===== src/rtl/accel_seq_ctrl.sv =====
// Sequencer for the template accelerator: streams N_IN input-buffer words into
// the accelerator, pulses its start, waits for done (bounded by TIMEOUT) and
// drains N_OUT result words into the output buffer.
// Ports:
//   clk, rst_n              clock, synchronous active-low reset
//   cfg_start_i/cfg_clear_i start request / abort-acknowledge from reg file
//   cfg_n_in_i/cfg_n_out_i  word counts latched on start
//   status_o/error_o        current state / error of last run
//   busy_o, irq_o           run in progress / 1-cycle pulse on entering DONE
//   bus (master)            buffer ports and accelerator handshakes
package cfg_types_pkg;
    typedef enum logic [3:0] {
        ST_IDLE        = 4'h0,
        ST_WRITE       = 4'h1,
        ST_START_ACCEL = 4'h2,
        ST_WAIT        = 4'h3,
        ST_READ        = 4'h4,
        ST_DONE        = 4'h5
    } acc_state_t;

    typedef enum logic [3:0] {
        ER_OKAY        = 4'h0,
        ER_INVALID_CFG = 4'h1,
        ER_OTHERS      = 4'h2
    } acc_error_t;
endpackage

module accel_seq_ctrl
    import cfg_types_pkg::*;
#(
    parameter int unsigned DATA_W    = 32,
    parameter int unsigned MAX_WORDS = 16,
    parameter int unsigned CNT_W     = $clog2(MAX_WORDS + 1),
    parameter int unsigned TIMEOUT   = 1024
) (
    input  logic             clk,
    input  logic             rst_n,
    input  logic             cfg_start_i,
    input  logic             cfg_clear_i,
    input  logic [CNT_W-1:0] cfg_n_in_i,
    input  logic [CNT_W-1:0] cfg_n_out_i,
    output acc_state_t       status_o,
    output acc_error_t       error_o,
    output logic             busy_o,
    output logic             irq_o,
    accel_seq_ctrl_if.master bus
);
    localparam int unsigned TO_W = $clog2(TIMEOUT);

    acc_state_t       state_q, state_d;
    acc_error_t       err_q, err_d;
    logic [CNT_W-1:0] n_in_q, n_in_d, n_out_q, n_out_d;
    logic [CNT_W-1:0] wcnt_q, wcnt_d, rcnt_q, rcnt_d;
    logic [TO_W-1:0]  tcnt_q, tcnt_d;
    logic             irq_d, busy_d;
    logic             wr_valid_q, start_q, rd_ready_q;
    logic             rd_fire;

    // State register and registered control outputs
    always_ff @(posedge clk) begin
        if (!rst_n) begin
            state_q    <= ST_IDLE;
            err_q      <= ER_OKAY;
            n_in_q     <= '0;
            n_out_q    <= '0;
            wcnt_q     <= '0;
            rcnt_q     <= '0;
            tcnt_q     <= '0;
            irq_o      <= 1'b0;
            busy_o     <= 1'b0;
            wr_valid_q <= 1'b0;
            start_q    <= 1'b0;
            rd_ready_q <= 1'b0;
        end else begin
            state_q    <= state_d;
            err_q      <= err_d;
            n_in_q     <= n_in_d;
            n_out_q    <= n_out_d;
            wcnt_q     <= wcnt_d;
            rcnt_q     <= rcnt_d;
            tcnt_q     <= tcnt_d;
            irq_o      <= irq_d;
            busy_o     <= busy_d;
            wr_valid_q <= (state_d == ST_WRITE);
            start_q    <= (state_d == ST_START_ACCEL);
            rd_ready_q <= (state_d == ST_READ);
        end
    end

    // Next-state, counters and error; clear overrides everything
    always_comb begin
        state_d = state_q;
        err_d   = err_q;
        n_in_d  = n_in_q;
        n_out_d = n_out_q;
        wcnt_d  = wcnt_q;
        rcnt_d  = rcnt_q;
        tcnt_d  = tcnt_q;
        rd_fire = (state_q == ST_READ) && bus.acc_rd_valid_i;

        unique case (state_q)
            ST_IDLE: begin
                if (cfg_start_i) begin
                    n_in_d  = cfg_n_in_i;
                    n_out_d = cfg_n_out_i;
                    wcnt_d  = '0;
                    rcnt_d  = '0;
                    if ((cfg_n_in_i == '0) || (cfg_n_in_i > CNT_W'(MAX_WORDS)) ||
                        (cfg_n_out_i > CNT_W'(MAX_WORDS))) begin
                        state_d = ST_DONE;
                        err_d   = ER_INVALID_CFG;
                    end else begin
                        state_d = ST_WRITE;
                        err_d   = ER_OKAY;
                    end
                end
            end
            ST_WRITE: begin
                if (bus.acc_wr_ready_i) begin
                    wcnt_d = wcnt_q + CNT_W'(1);
                    if (wcnt_q == n_in_q - CNT_W'(1)) begin
                        state_d = ST_START_ACCEL;
                    end
                end
            end
            ST_START_ACCEL: begin
                tcnt_d  = '0;
                state_d = ST_WAIT;
            end
            ST_WAIT: begin
                tcnt_d = tcnt_q + TO_W'(1);
                // done seen on the last allowed cycle still counts as success
                if (bus.acc_done_i) begin
                    state_d = (n_out_q != '0) ? ST_READ : ST_DONE;
                end else if (tcnt_q == TO_W'(TIMEOUT - 1)) begin
                    state_d = ST_DONE;
                    err_d   = ER_OTHERS;
                end
            end
            ST_READ: begin
                if (bus.acc_rd_valid_i) begin
                    rcnt_d = rcnt_q + CNT_W'(1);
                    if (rcnt_q == n_out_q - CNT_W'(1)) begin
                        state_d = ST_DONE;
                    end
                end
            end
            ST_DONE: begin
                state_d = ST_DONE;
            end
            default: begin
                state_d = ST_IDLE;
            end
        endcase

        if (cfg_clear_i) begin
            state_d = ST_IDLE;
            err_d   = ER_OKAY;
            n_in_d  = '0;
            n_out_d = '0;
            wcnt_d  = '0;
            rcnt_d  = '0;
            tcnt_d  = '0;
        end

        irq_d  = (state_d == ST_DONE) && (state_q != ST_DONE);
        busy_d = (state_d == ST_WRITE) || (state_d == ST_START_ACCEL) ||
                 (state_d == ST_WAIT)  || (state_d == ST_READ);
    end

    assign status_o = state_q;
    assign error_o  = err_q;

    // Buffer-facing paths are same-cycle by design of the buffers
    assign bus.ibuf_raddr_o   = wcnt_q;
    assign bus.acc_wr_valid_o = wr_valid_q;
    assign bus.acc_wr_data_o  = wr_valid_q ? bus.ibuf_rdata_i : '0;
    assign bus.acc_start_o    = start_q;
    assign bus.acc_rd_ready_o = rd_ready_q;
    assign bus.obuf_we_o      = rd_fire;
    assign bus.obuf_waddr_o   = rd_fire ? rcnt_q : '0;
    assign bus.obuf_wdata_o   = rd_fire ? bus.acc_rd_data_i : '0;
endmodule


===== src/rtl/accel_seq_ctrl_if.sv =====
// Handshake and buffer bus between the sequencer and the accelerator datapath.
// master: sequencer side (drives buffer addresses, write stream, read ready).
// slave : datapath/buffer side (drives buffer read data, write ready, done,
//         result stream).
interface accel_seq_ctrl_if #(
    parameter int unsigned DATA_W = 32,
    parameter int unsigned CNT_W  = 5
);
    logic [CNT_W-1:0]  ibuf_raddr_o;
    logic [DATA_W-1:0] ibuf_rdata_i;
    logic              acc_wr_valid_o;
    logic [DATA_W-1:0] acc_wr_data_o;
    logic              acc_wr_ready_i;
    logic              acc_start_o;
    logic              acc_done_i;
    logic              acc_rd_valid_i;
    logic [DATA_W-1:0] acc_rd_data_i;
    logic              acc_rd_ready_o;
    logic              obuf_we_o;
    logic [CNT_W-1:0]  obuf_waddr_o;
    logic [DATA_W-1:0] obuf_wdata_o;

    modport master (
        output ibuf_raddr_o,
        input  ibuf_rdata_i,
        output acc_wr_valid_o,
        output acc_wr_data_o,
        input  acc_wr_ready_i,
        output acc_start_o,
        input  acc_done_i,
        input  acc_rd_valid_i,
        input  acc_rd_data_i,
        output acc_rd_ready_o,
        output obuf_we_o,
        output obuf_waddr_o,
        output obuf_wdata_o
    );

    modport slave (
        input  ibuf_raddr_o,
        output ibuf_rdata_i,
        input  acc_wr_valid_o,
        input  acc_wr_data_o,
        output acc_wr_ready_i,
        input  acc_start_o,
        output acc_done_i,
        output acc_rd_valid_i,
        output acc_rd_data_i,
        input  acc_rd_ready_o,
        input  obuf_we_o,
        input  obuf_waddr_o,
        input  obuf_wdata_o
    );
endinterface


===== src/flat_wrapper.sv =====
// flat-port wrapper written by rule: the top's interface ports become plain ports
module accel_seq_ctrl_flat import cfg_types_pkg::*;
#(
    parameter int unsigned DATA_W    = 32,
    parameter int unsigned MAX_WORDS = 16,
    parameter int unsigned CNT_W     = $clog2(MAX_WORDS + 1),
    parameter int unsigned TIMEOUT   = 1024
)
  (clk, rst_n, cfg_start_i, cfg_clear_i, cfg_n_in_i, cfg_n_out_i, status_o, error_o, busy_o, irq_o, bus_ibuf_raddr_o, bus_ibuf_rdata_i, bus_acc_wr_valid_o, bus_acc_wr_data_o, bus_acc_wr_ready_i, bus_acc_start_o, bus_acc_done_i, bus_acc_rd_valid_i, bus_acc_rd_data_i, bus_acc_rd_ready_o, bus_obuf_we_o, bus_obuf_waddr_o, bus_obuf_wdata_o);
  accel_seq_ctrl_if #(.DATA_W(DATA_W), .CNT_W(CNT_W)) bus_i ();
  input  logic clk;
  input  logic rst_n;
  input  logic cfg_start_i;
  input  logic cfg_clear_i;
  input  logic [CNT_W-1:0] cfg_n_in_i;
  input  logic [CNT_W-1:0] cfg_n_out_i;
  output acc_state_t status_o;
  output acc_error_t error_o;
  output logic busy_o;
  output logic irq_o;
  output wire logic [$bits(bus_i.ibuf_raddr_o)-1:0] bus_ibuf_raddr_o;
  input wire logic [$bits(bus_i.ibuf_rdata_i)-1:0] bus_ibuf_rdata_i;
  output wire logic [$bits(bus_i.acc_wr_valid_o)-1:0] bus_acc_wr_valid_o;
  output wire logic [$bits(bus_i.acc_wr_data_o)-1:0] bus_acc_wr_data_o;
  input wire logic [$bits(bus_i.acc_wr_ready_i)-1:0] bus_acc_wr_ready_i;
  output wire logic [$bits(bus_i.acc_start_o)-1:0] bus_acc_start_o;
  input wire logic [$bits(bus_i.acc_done_i)-1:0] bus_acc_done_i;
  input wire logic [$bits(bus_i.acc_rd_valid_i)-1:0] bus_acc_rd_valid_i;
  input wire logic [$bits(bus_i.acc_rd_data_i)-1:0] bus_acc_rd_data_i;
  output wire logic [$bits(bus_i.acc_rd_ready_o)-1:0] bus_acc_rd_ready_o;
  output wire logic [$bits(bus_i.obuf_we_o)-1:0] bus_obuf_we_o;
  output wire logic [$bits(bus_i.obuf_waddr_o)-1:0] bus_obuf_waddr_o;
  output wire logic [$bits(bus_i.obuf_wdata_o)-1:0] bus_obuf_wdata_o;
  assign bus_ibuf_raddr_o = bus_i.ibuf_raddr_o;
  assign bus_i.ibuf_rdata_i = bus_ibuf_rdata_i;
  assign bus_acc_wr_valid_o = bus_i.acc_wr_valid_o;
  assign bus_acc_wr_data_o = bus_i.acc_wr_data_o;
  assign bus_i.acc_wr_ready_i = bus_acc_wr_ready_i;
  assign bus_acc_start_o = bus_i.acc_start_o;
  assign bus_i.acc_done_i = bus_acc_done_i;
  assign bus_i.acc_rd_valid_i = bus_acc_rd_valid_i;
  assign bus_i.acc_rd_data_i = bus_acc_rd_data_i;
  assign bus_acc_rd_ready_o = bus_i.acc_rd_ready_o;
  assign bus_obuf_we_o = bus_i.obuf_we_o;
  assign bus_obuf_waddr_o = bus_i.obuf_waddr_o;
  assign bus_obuf_wdata_o = bus_i.obuf_wdata_o;
  accel_seq_ctrl #(.DATA_W(DATA_W), .MAX_WORDS(MAX_WORDS), .CNT_W(CNT_W), .TIMEOUT(TIMEOUT)) u_core (.clk(clk), .rst_n(rst_n), .cfg_start_i(cfg_start_i), .cfg_clear_i(cfg_clear_i), .cfg_n_in_i(cfg_n_in_i), .cfg_n_out_i(cfg_n_out_i), .status_o(status_o), .error_o(error_o), .busy_o(busy_o), .irq_o(irq_o), .bus(bus_i));
endmodule

===== config.mk =====
export PLATFORM = sky130hd
export DESIGN_NAME = accel_seq_ctrl_flat
export DESIGN_NICKNAME = d
export VERILOG_FILES = /design/src/rtl/accel_seq_ctrl.sv /design/src/rtl/accel_seq_ctrl_if.sv /design/src/flat_wrapper.sv
export SDC_FILE = /design/constraint.sdc
export NUM_CORES = 1
export LEC_CHECK = 0
export ABC_AREA = 1
export CAP_MARGIN = 20
export CORE_AREA = 5 5 92 94
export DETAILED_ROUTE_END_ITERATION = 7
export DIE_AREA = 0 0 97 99
export PLACE_DENSITY = 0.79
export REMOVE_ABC_BUFFERS = 1
export SLEW_MARGIN = 40
export SYNTH_ARGS = -nofsm -noshare
export SYNTH_HDL_FRONTEND = slang
export SYNTH_SLANG_ARGS = --single-unit

===== constraint.sdc =====
create_clock -name clk -period 2 [get_ports clk]
set_clock_uncertainty 0.2 [all_clocks]
set_input_delay 0.3 -clock clk [delete_from_list [all_inputs] [get_ports clk]]
set_output_delay 0.3 -clock clk [all_outputs]
set_load 0.05 [all_outputs]

Yosys cells after proc, flatten, opt, wreduce, memory -nomap -nowiden:

Index checks and enable logic that the tools add are counted.

* logic and storage cells: 83
* flip-flop bits (word level): 43
* input bits: 81
* output and inout port bits: 88

* $add $sub $neg: 5
* equality and inequality tests: 19
* reduce and logical (&&, ||, !) cells: 19
* $lt $le $gt $ge: 2
* multiplexer cells: 25
* bitwise gates (word level): 1

Operator list (count)
* two-way mux 32 bit: 2
* two-way mux 4 bit: 11
* one-hot mux 4 bit (6 select lines): 1
* two-way mux 5 bit: 4
* one-hot mux 10 bit (2 select lines): 1
* one-hot mux 5 bit (2 select lines): 2
* == test 4 x 2 -> 1 bit (second input constant): 4
* == test 4 x 3 -> 1 bit (second input constant): 4
* adder 10 x 1 -> 10 bit (second input constant): 1
* adder 5 x 1 -> 5 bit (second input constant): 2
* == test 10 bit (second input constant): 1
* == test 5 bit: 2
* greater-than comparator 5 bit (second input constant): 2
* subtractor 5 x 1 -> 5 bit (second input constant): 2
* == test 4 x 1 -> 1 bit (second input constant): 2
* != test 2 bit (second input constant): 4
* one-hot mux 4 bit (2 select lines): 1
* nonzero test 2 bit: 4
* AND reduction 3 bit: 2
* logical NOT 5 bit: 1
* logical OR 1 bit: 5
* nonzero test 5 bit: 1
* logical NOT 4 bit: 1
* != test 4 x 3 -> 1 bit (second input constant): 1
* 8 further kinds: 10

Longest topological paths before layout:

* word-level depth: 11
* mapped depth: 14
* mapped depth without buffers: 14

Worst setup path before layout:

Ideal clock, no wire load.

* path type: flip-flop to output port
* start: register u_core.state_q[2], in the netlist u_core.status_o[2]
* end: output bus_obuf_waddr_o[0]
* path slack: -0.526 ns
* stages on the path, launching flop included: 7
* path buffers: 2
* arrival: 2.026 ns
* cell sequence: dfxtp_1 -> nand2_1 -> nor2_1 -> nand2_1 -> buf_2 -> buf_2 -> nor2_1

* word-level cells in the longest chain between the ends: 3

Ends and longest elaborated chain
* start, declared: line accel_seq_ctrl.sv:50 `acc_state_t state_q, state_d;`
* start signal, assigned: line accel_seq_ctrl.sv:75 `state_q <= state_d;`
* == test 4 x 3 -> 1 bit: line accel_seq_ctrl.sv:99 `rd_fire = (state_q == ST_READ) && bus.acc_rd_valid_i;`
* logical AND 1 bit: line accel_seq_ctrl.sv:99
* two-way mux 5 bit: line accel_seq_ctrl.sv:181 `assign bus.obuf_waddr_o = rd_fire ? rcnt_q : '0;`
* end, declared: line flat_wrapper.sv:32 `output wire logic [$bits(bus_i.obuf_waddr_o)-1:0] bus_obuf_waddr_o;`

No other way between the ends.

Final worst setup path:

* start: register u_core.state_q[1], in the netlist u_core.status_o[1]
* end: output bus_obuf_wdata_o[4]

* word-level cells in the longest chain between the ends: 3

Ends and longest elaborated chain
* == test 4 x 3 -> 1 bit: line accel_seq_ctrl.sv:99
* logical AND 1 bit: line accel_seq_ctrl.sv:99
* two-way mux 32 bit: line accel_seq_ctrl.sv:182 `assign bus.obuf_wdata_o = rd_fire ? bus.acc_rd_data_i : '0;`
* end, declared: line flat_wrapper.sv:33 `output wire logic [$bits(bus_i.obuf_wdata_o)-1:0] bus_obuf_wdata_o;`

No other way between the ends.

==> flow_summary.yaml <==
power_and_ir_drop:
  seqPwrFrac_pct: 39.6
  swShare_pct: 28.3
  p_switching_w: 0.000598
  power_density_nw_per_um2: 356
  pwr-share-comb_pct: 27.3
  ir_drop_mv: 0.431
  power_w: 0.00212
  clkPwrFrac_pct: 33.2
  p_int_w: 0.00152
  p_leak_nw: 2.81
finish:
  antenna_cells: 0
  nets: 739
  areaGrowthSynthToFinish_pct: 119
  drive_above_1_share_pct: 31.7
timing:
  period_needed_ps: 2040
  finalHoldViolCount: 0
  grt_setup_unrepaired: "true"
  min_period_over_period_pct: 102
  slew_viol_final: 0
  max_freq_mhz: 491
  worst_slack_ps: -38.0
  setup_viol: 23
  fin_setup_tns_ps: -286
clock_network:
  numCtsBuffers: 5
  clock_tree.htree_level_count: 2
  clkSinkCount: 41
  cts_root_buf: "clkbuf_8"
  cts.path.max_buffers: 2
  clk_latency_ps: 300
  clk_pin_slew_ps: 80
  cts_tree: "done"
  hold_buffers: 0
critical_path:
  reg2regPathDepth: 12
  cp_slowest_cell: "dfxtp_2"
  crit_arrival_ps: 1540
  cpLargestDelayFamily: "simple AND/OR/NAND/NOR gates"
  end_kind: "output pin"
  critPathLaunch: "u_core.status_o[1]$_SDFF_PN0_"
  r2r_slack_ps: 20
  r2r_end: "u_core.busy_o$_SDFF_PN0_"
  cp_num_buf_inv: 3
  critPathCapture: "bus_obuf_wdata_o[4]"
  critPathKind: "reg -> out"
  worstSetupStartpointType: "flip-flop"
  r2r-start: "u_core.n_in_q[0]$_SDFFE_PP0P_"
  cp_data_required_time_ps: 1500
  crit_chain: "inv_2, nand2_4, nor2_4, nand2_8, buf_12, nor2_4, buf_12"
  crit_path_max_incr_delay_ps: 340
  cp_max_fo: 8
  crit_cells: 7
logic_synthesis:
  synthesis.area_um2: 2720
  synth_area_leaders: "dfxtp_1, nand2_1, inv_1"
  avgSynthCellArea_um2: 5.88
  ys_ff_latch: 41
  synth_top_area_share_pct: 30.2
  synthTopCellsByCount: "nand2_1, inv_1, nor2_1"
  synth_edf_count: 0
  ys_types: 31
  synth_top_cell_by_area: "dfxtp_1"
  synth-seq-area-share_pct: 30.2
  ys.flop_type: "dfxtp_1"
  ys_warn_count: 0
  async_reset_ff_share_pct: 0
  synthCells: 462
  post-synth-top-count-cell: "nand2_1"
drt:
  dr.pass1.iters: 5
  drt-initial-drc-count: 210
  via_per_inst: 4.83
  drt_wl_total_mm: 13.0
  num_vias: 3651
  drtAntennaViolNets: 0
  drc: 0
  wl_per_cell_um: 17.2
global_route:
  grt.overflow.total: 0
  grt_pass1_vias: 3684
  grtUsageTotal_pct: 26.0
  antenna_found_initial: 0
  grt_max_degree: 34
  grt_pass1_wl_mm: 19.8
run:
  maxCapViolations: 0
min_path:
  hold_class: "reg -> reg"
placed_design:
  port_buffers: 166
  gp_congestion: 1.00
  pre_cts_slack_ps: -22.7
  hpwl_mm: 9.32
floorplan:
  dieArea_um2: 9600
  die_w_um: 97
  core_area_um2: 7570
  pin_count: 169
  start_util_pct: 35.9
  rows: 32
  dieHeight_um: 99
run_status:
  status: "finished, violations left"
  violations: "negative setup slack"
## cells by family (layout without fill, tap and decap cells)
logic type	count (synthesis)	in the layout	share of synthesized area, %
simple gates	228	228	36.8
buf+inv	126	316	18.1
compound gates	56	56	10.9
flops	41	41	30.2
fa+ha+maj	5	5	2.30
xor+xnor	5	5	1.61
other cells	1	3	0.138
## worst min path at each step
stage	from	to	slack (ps)	depth (start not counted)
floorplan	u_core.n_in_q[4]$_SDFFE_PP0P_	u_core.n_in_q[4]$_SDFFE_PP0P_	240	2
global placement	u_core.error_o[1]$_SDFFE_PP0P_	u_core.error_o[1]$_SDFFE_PP0P_	250	2
detailed placement	u_core.error_o[1]$_SDFFE_PP0P_	u_core.error_o[1]$_SDFFE_PP0P_	270	2
CTS	u_core.n_out_q[4]$_SDFFE_PP0P_	u_core.n_out_q[4]$_SDFFE_PP0P_	280	2
global route	u_core.tcnt_q[0]$_SDFFE_PP0N_	u_core.tcnt_q[0]$_SDFFE_PP0N_	300	1
finish	u_core.error_o[1]$_SDFFE_PP0P_	u_core.error_o[1]$_SDFFE_PP0P_	280	2
## layout make-up
| cell class | count | area, um2 |
|---|---|---|
| tap | 102 | 128 |
| inverter | 112 | 425 |
| fill | 437 | 1620 |
| timing repair buffer | 196 | 2670 |
| clock buffer | 7 | 86.3 |
| sequential | 41 | 830 |
| clock inverter | 1 | 30.0 |
| multi-input combinational | 297 | 1780 |
## worst min-delay path, delay by kind of cell, from the launching register on
family	cells	cell delay [ps]
flip-flops	1	320
AO/OA/AOI/OAI	1	50
AND/OR/NAND/NOR	1	60
## sequential cells by signal (all words and copies together), names as in the netlist
signal                     flops
u_core.n_in_q                  5
u_core.error_o                 2
u_core.n_out_q                 5
u_core.status_o                4
u_core.bus.acc_start_o         1
u_core.bus.acc_wr_valid_o      1
u_core.bus.ibuf_raddr_o        5
u_core.tcnt_q                 10
u_core.bus.acc_rd_ready_o      1
u_core.busy_o                  1
u_core.rcnt_q                  5
u_core.irq_o                   1
## layout by cell type (no fill, tap or decap), types with 19 or more instances in the layout
cell             count
a21oi_1             26
buf_12              74
buf_4               37
clkdlybuf4s50_1     80
dfxtp_1             34
inv_1              106
nand2_1            106
nand3_1             21
nor2_1              30
nor2_4              41
o21ai_0             19
## stage by stage
stage | std cells | instance area (um2) | util (%) | hold WS [ps]
after global placement | 733 | 5230 | 69.1 | 252
after global routing | 756 | 5950 | 78.6 | 300
after floorplan | 450 | 2660 | - | 244
after CTS | 749 | 5820 | 76.9 | 284
after detailed placement | 733 | 5230 | 69.1 | 265
final | 756 | 5950 | 78.6 | 283
## timing repair
action | CTS | global route
gates cloned | 3 | 0
gates resized for setup | 101 | 24
buffers inserted | 5 | 7
endpoints found under the hold margin | 0 | 0
pin swaps | 5 | 10
endpoints found under the setup margin | 41 | 47
## layer usage
metal  vias up  global-route usage [%]  share of wire (%)
met1      1686                    24.4                 33
li1       1756                       -                  -
met3        49                    9.55                8.9
met4         0                    12.9                5.1
met5         -                       0                  0
met2       160                    49.5                 53
## power by group through the flow
stage               combinational [W]  clock [W]  sequential [W]
floorplan                    0.000189          0        0.000878
global route                 0.000611   0.000750        0.000839
CTS                          0.000550   0.000707        0.000836
global placement             0.000497          0        0.000855
finish                       0.000577   0.000702        0.000837
detailed placement           0.000508          0        0.000856
(Power assumes the default switching activity.)
